## src/rtl/jk_bank_ctrl.sv

```systemverilog
// Command sequencer for a bank of external JK flip-flops: computes per-bit J/K
// excitation for clear/load/invert/count commands and verifies the bank readback.
module jk_bank_ctrl #(
    parameter int WIDTH = 4
) (
    input  logic             clk,
    input  logic             rst_n,
    input  logic             cmd_valid_i,
    output logic             cmd_ready_o,
    input  logic [2:0]       cmd_op_i,
    input  logic [WIDTH-1:0] cmd_data_i,
    input  logic [WIDTH-1:0] q_i,
    output logic [WIDTH-1:0] j_o,
    output logic [WIDTH-1:0] k_o,
    output logic             done_o,
    output logic             err_o
);

    typedef enum logic [1:0] {
        S_IDLE  = 2'd0,
        S_EXEC  = 2'd1,
        S_CHECK = 2'd2,
        S_FIN   = 2'd3
    } state_e;

    localparam logic [2:0] OP_NOP  = 3'd0;
    localparam logic [2:0] OP_CLR  = 3'd1;
    localparam logic [2:0] OP_LOAD = 3'd2;
    localparam logic [2:0] OP_INV  = 3'd3;
    localparam logic [2:0] OP_UP   = 3'd4;
    localparam logic [2:0] OP_DOWN = 3'd5;

    localparam logic [WIDTH-1:0] ZERO = '0;
    localparam logic [WIDTH-1:0] ONE  = WIDTH'(1);

    state_e           state_q, state_d;
    logic [2:0]       op_q, op_d;
    logic [WIDTH-1:0] tgt_q, tgt_d;
    logic [WIDTH-1:0] j_q, j_d;
    logic [WIDTH-1:0] k_q, k_d;
    logic [WIDTH-1:0] cnt_q, cnt_d;
    logic             err_q, err_d;

    // In IDLE the incoming opcode drives the target logic; afterwards the captured one does.
    logic [2:0]       sel_op;
    logic             is_inv;
    logic [WIDTH-1:0] tgt_calc;
    logic [WIDTH-1:0] j_calc;
    logic [WIDTH-1:0] k_calc;

    assign sel_op = (state_q == S_IDLE) ? cmd_op_i : op_q;
    assign is_inv = (sel_op == OP_INV);

    always_comb begin
        tgt_calc = ZERO;
        case (sel_op)
            OP_LOAD: tgt_calc = cmd_data_i;
            OP_INV:  tgt_calc = ~q_i;
            OP_UP:   tgt_calc = q_i + ONE;
            OP_DOWN: tgt_calc = q_i - ONE;
            default: tgt_calc = ZERO;
        endcase
    end

    // Only bits that must change are excited; INV toggles everything.
    generate
        for (genvar gi = 0; gi < WIDTH; gi++) begin : g_exc
            assign j_calc[gi] = is_inv | ( tgt_calc[gi] & ~q_i[gi]);
            assign k_calc[gi] = is_inv | (~tgt_calc[gi] &  q_i[gi]);
        end
    endgenerate

    always_comb begin
        state_d = state_q;
        op_d    = op_q;
        tgt_d   = tgt_q;
        j_d     = ZERO;
        k_d     = ZERO;
        cnt_d   = cnt_q;
        err_d   = err_q;
        case (state_q)
            S_IDLE: begin
                if (cmd_valid_i) begin
                    op_d = cmd_op_i;
                    case (cmd_op_i)
                        OP_NOP: state_d = S_FIN;
                        OP_CLR, OP_LOAD, OP_INV: begin
                            cnt_d   = ONE;
                            tgt_d   = tgt_calc;
                            j_d     = j_calc;
                            k_d     = k_calc;
                            state_d = S_EXEC;
                        end
                        OP_UP, OP_DOWN: begin
                            if (cmd_data_i == ZERO) begin
                                state_d = S_FIN;
                            end else begin
                                cnt_d   = cmd_data_i;
                                tgt_d   = tgt_calc;
                                j_d     = j_calc;
                                k_d     = k_calc;
                                state_d = S_EXEC;
                            end
                        end
                        default: begin
                            err_d   = 1'b1;
                            state_d = S_FIN;
                        end
                    endcase
                end
            end
            S_EXEC: state_d = S_CHECK;
            S_CHECK: begin
                if (q_i != tgt_q) begin
                    err_d = 1'b1;
                end
                cnt_d = cnt_q - ONE;
                if (cnt_q != ONE) begin
                    tgt_d   = tgt_calc;
                    j_d     = j_calc;
                    k_d     = k_calc;
                    state_d = S_EXEC;
                end else begin
                    state_d = S_FIN;
                end
            end
            default: state_d = S_IDLE;
        endcase
    end

    always_ff @(posedge clk or negedge rst_n) begin
        if (!rst_n) begin
            state_q <= S_IDLE;
            op_q    <= OP_NOP;
            tgt_q   <= ZERO;
            j_q     <= ZERO;
            k_q     <= ZERO;
            cnt_q   <= ZERO;
            err_q   <= 1'b0;
        end else begin
            state_q <= state_d;
            op_q    <= op_d;
            tgt_q   <= tgt_d;
            j_q     <= j_d;
            k_q     <= k_d;
            cnt_q   <= cnt_d;
            err_q   <= err_d;
        end
    end

    assign cmd_ready_o = (state_q == S_IDLE);
    assign done_o      = (state_q == S_FIN);
    assign j_o         = j_q;
    assign k_o         = k_q;
    assign err_o       = err_q;

endmodule

```

## config.mk

```make
export PLATFORM = sky130hd
export DESIGN_NAME = jk_bank_ctrl
export DESIGN_NICKNAME = d
export VERILOG_FILES = /design/src/rtl/jk_bank_ctrl.sv
export SDC_FILE = /design/constraint.sdc
export NUM_CORES = 1
export LEC_CHECK = 0
export ABC_AREA = 1
export CORE_ASPECT_RATIO = 0.8
export CORE_MARGIN = 2
export CORE_UTILIZATION = 35
export DETAILED_ROUTE_END_ITERATION = 8
export GPL_ROUTABILITY_DRIVEN = 0
export PLACE_DENSITY = 0.59
export SYNTH_ARGS = -nofsm -noshare
export SYNTH_HDL_FRONTEND = slang
export SYNTH_SLANG_ARGS = --single-unit
```

## constraint.sdc

```tcl
create_clock -name clk -period 2.1 [get_ports clk]
set_clock_uncertainty 0.05 [all_clocks]
set_input_delay 0.42 -clock clk [delete_from_list [all_inputs] [get_ports clk]]
set_output_delay 0.42 -clock clk [all_outputs]
set_load 0.02 [all_outputs]
```

==> metrics <==
Crit-path slowest cell dfrtp_1; maximum VDD drop 0.000730 V; initial antenna violation count 0; IO buf count 24; HPWL after DPL 2790 µm; Crit. End Element register; Rows 20; post-route ant nets 0; CP peak stage delay 410 ps; maximum clock path buffer count 2; Tcrit/Tclk final 100%; maximum number of pins on one net before global-route repair 23; vias in the first global route 1302; Starting Density 36.2%; CP bufs+invs 3; Worst Tran Pin Value 308 ps; Fillers 364; Max H-tree Level 1; first-pass GRT wire length 5830 µm; Worst Setup Slack, final -8.81 ps; Core Region 3750 µm²; type of origin of the critical path register; Final Max Slew Viols 0; Cell variety after synth 26; nets@finish 248; final WL 3500 µm; syn_nets 197; Syn Std Cell Area 1360 µm²; CTS Sinks 22; DR pass1 iterations 4; # DRC 0; fraction of layout cells with a size suffix above 1 26.3%; RSZ-0062 raised after global routing true; clk_lat worst skew 270 ps; # IOs 25; Achievable Freq 474 MHz; Period minus WS final 2110 ps; final setup fails 1; hold_buf cts 0; clock root buffer clkbuf_8; most used cell along the critical path nor2_4; Reg clk slew, reported paths 90 ps; Placed Cells 265; Num CTS Buffers 3; Via Count 1302; CTS tree built; failing checks negative setup slack; warnings from Yosys 0; outcome complete, but fails checks; Finished Layout Cells 272; Post-Synthesis Cells 178; worst hold path class reg -> reg; Worst Path Required 2210 ps; Crit path max-delay family simple AND/OR/NAND/NOR gates; Layout Utilization 52.7%; Vias/cell 4.79; crit-path cells nor2_4 -> buf_12 -> o21ai_4 -> nor2_4 -> inv_2 -> nor2_4 -> inv_2 -> fa_2 -> xnor2_2 -> nand2_2 -> a31oi_1 -> nor2_1; Synth-to-Final Area Change 45.4%; crit path DAT 2220 ps; CP Class reg -> reg; max_slew headroom 79.5%; die area 4400 µm²; Total GRT Usage 17.5%; FF+latch count, synth 22; maxcap violations 0; static leakage 0.991 nW; setup TNS -8.81 ps; Overflow after GRT 0; Mean Syn Cell Area 7.64 µm²; crit path max fanout 7; hold_ws 416 ps; die height 59.8 µm; Antenna Cells 0; register area share after synthesis 40.5%; Power Dens Cells 1560 nW/µm²; width of the die 73.7 µm; Final Hold Fails 0; per-cell routed wire length 12.9 µm; iteration-0 DRC count of the detailed router 45
-- worst reg2reg max path: stages (launching register included) --
cell and delay, ps:
dfrtp_1 410, nor2_4 130, buf_12 130, o21ai_4 70, nor2_4 110, inv_2 50, nor2_4 130, inv_2 60
fa_2 350, xnor2_2 170, nand2_2 90, a31oi_1 180, nor2_1 70
-- cells in the mapped netlist --
cell type	count	area [µm²]
nand2_4	1	11.3
nor2_1	15	56.3
nand3_2	2	20.0
nand4_1	1	6.26
a21oi_2	1	8.76
fa_1	1	20.0
o21ai_0	14	70.1
nor3_1	1	5.00
inv_1	27	101
ha_1	4	50.1
a21oi_1	12	60.1
nor2_8	1	20.0
o21a_1	1	7.51
a31oi_1	4	25.0
o21ai_2	2	17.5
dfrtp_1	22	551
o2111ai_1	1	8.76
nand3_1	11	55.1
nor2_4	2	22.5
xnor2_1	3	26.3
o211a_1	1	10.0
o21ai_1	1	5.00
inv_2	3	11.3
nand2_1	41	154
nand2_2	5	31.3
o22ai_1	1	6.26
-- repair_timing --
item	CTS	global route
endpoints found under the setup margin	10	9
buffers inserted	3	0
pin swaps	7	2
resized for setup	8	8
-- final timing paths --
check / startpoint / to / slack, ps / cells after the start
max: state_q[1]$_DFFE_PN0P_ / k_o[2]$_DFF_PN0_ / -9 / 12
min: err_o$_DFFE_PN0P_ / err_o$_DFFE_PN0P_ / 420 / 2
max reg2reg: state_q[1]$_DFFE_PN0P_ / k_o[2]$_DFF_PN0_ / -9 / 12
min reg2reg: err_o$_DFFE_PN0P_ / err_o$_DFFE_PN0P_ / 420 / 2
max in group asynchronous: rst_n / state_q[0]$_DFFE_PN0P_ / 1290 / 2
min in group asynchronous: rst_n / op_q[1]$_DFFE_PN0P_ / 450 / 2
-- layout make-up --
class                   count  area, µm²  area share (%)
clock buffers               3       41.3            2.09
repair buffers             46        415            21.0
flip-flops and latches     22        552            27.9
clock inverters             1       30.0            1.52
multi-input cells         126        771            39.0
inverters                  30        113            5.70
well taps                  44       55.1            2.78
-- cells in the final DEF (no fill, tap or decap), drive strengths merged --
cell type | synthesis | routed
a21oi | 13 | 13
a31oi | 4 | 4
buf | 0 | 22
bufinv | 0 | 1
clkbuf | 0 | 3
clkdlybuf4s50 | 0 | 22
dfrtp | 22 | 22
dlygate4sd2 | 0 | 2
fa | 1 | 1
ha | 4 | 4
inv | 30 | 30
nand2 | 47 | 47
nand3 | 13 | 13
nand4 | 1 | 1
nor2 | 18 | 18
nor3 | 1 | 1
o2111ai | 1 | 1
o211a | 1 | 1
o21a | 1 | 1
o21ai | 17 | 17
o22ai | 1 | 1
xnor2 | 3 | 3
-- kinds of logic (layout without fill, tap and decap cells) --
group / Yosys count / count (layout) / synth area share (%)
compound gates: 38 / 38 / 16.1
xor+xnor: 3 / 3 / 1.93
fa+ha+maj: 5 / 5 / 5.15
buf+inv: 30 / 80 / 8.28
flops: 22 / 22 / 40.5
simple gates: 80 / 80 / 28.1
-- metal layers --
metal | up-vias | track usage, % | wire length [µm]
li1 | 676 | - | -
met1 | 596 | 23.3 | 1660
met2 | 28 | 28.8 | 1660
met3 | 2 | 4.05 | 165
met4 | 0 | 4.68 | 18
met5 | - | 0 | 0
-- metrics by stage --
step                total power [mW]  worst slack, ps  area, µm²
floorplan                       1.84             -124       1400
global placement                2.46             -365       1830
detailed placement              2.51             -447       1830
CTS                             3.03            -14.6       1950
global route                    3.31             -155       1980
finish                          3.08            -8.81       1980
-- registers in the layout (all words and copies together), names as in the netlist --
register  cells
state_q       2
cnt_q         4
k_o           4
err_o         1
tgt_q         4
op_q          3
j_o           4
-- report_power, final --
| group | total (mW) | switching (mW) | internal (mW) |
|---|---|---|---|
| logic | 1.97 | 1.10 | 0.869 |
| clock network | 0.407 | 0.152 | 0.255 |
| registers | 0.703 | 0.105 | 0.598 |
| total | 3.08 | 1.36 | 1.72 |
(Power assumes the default switching activity.)
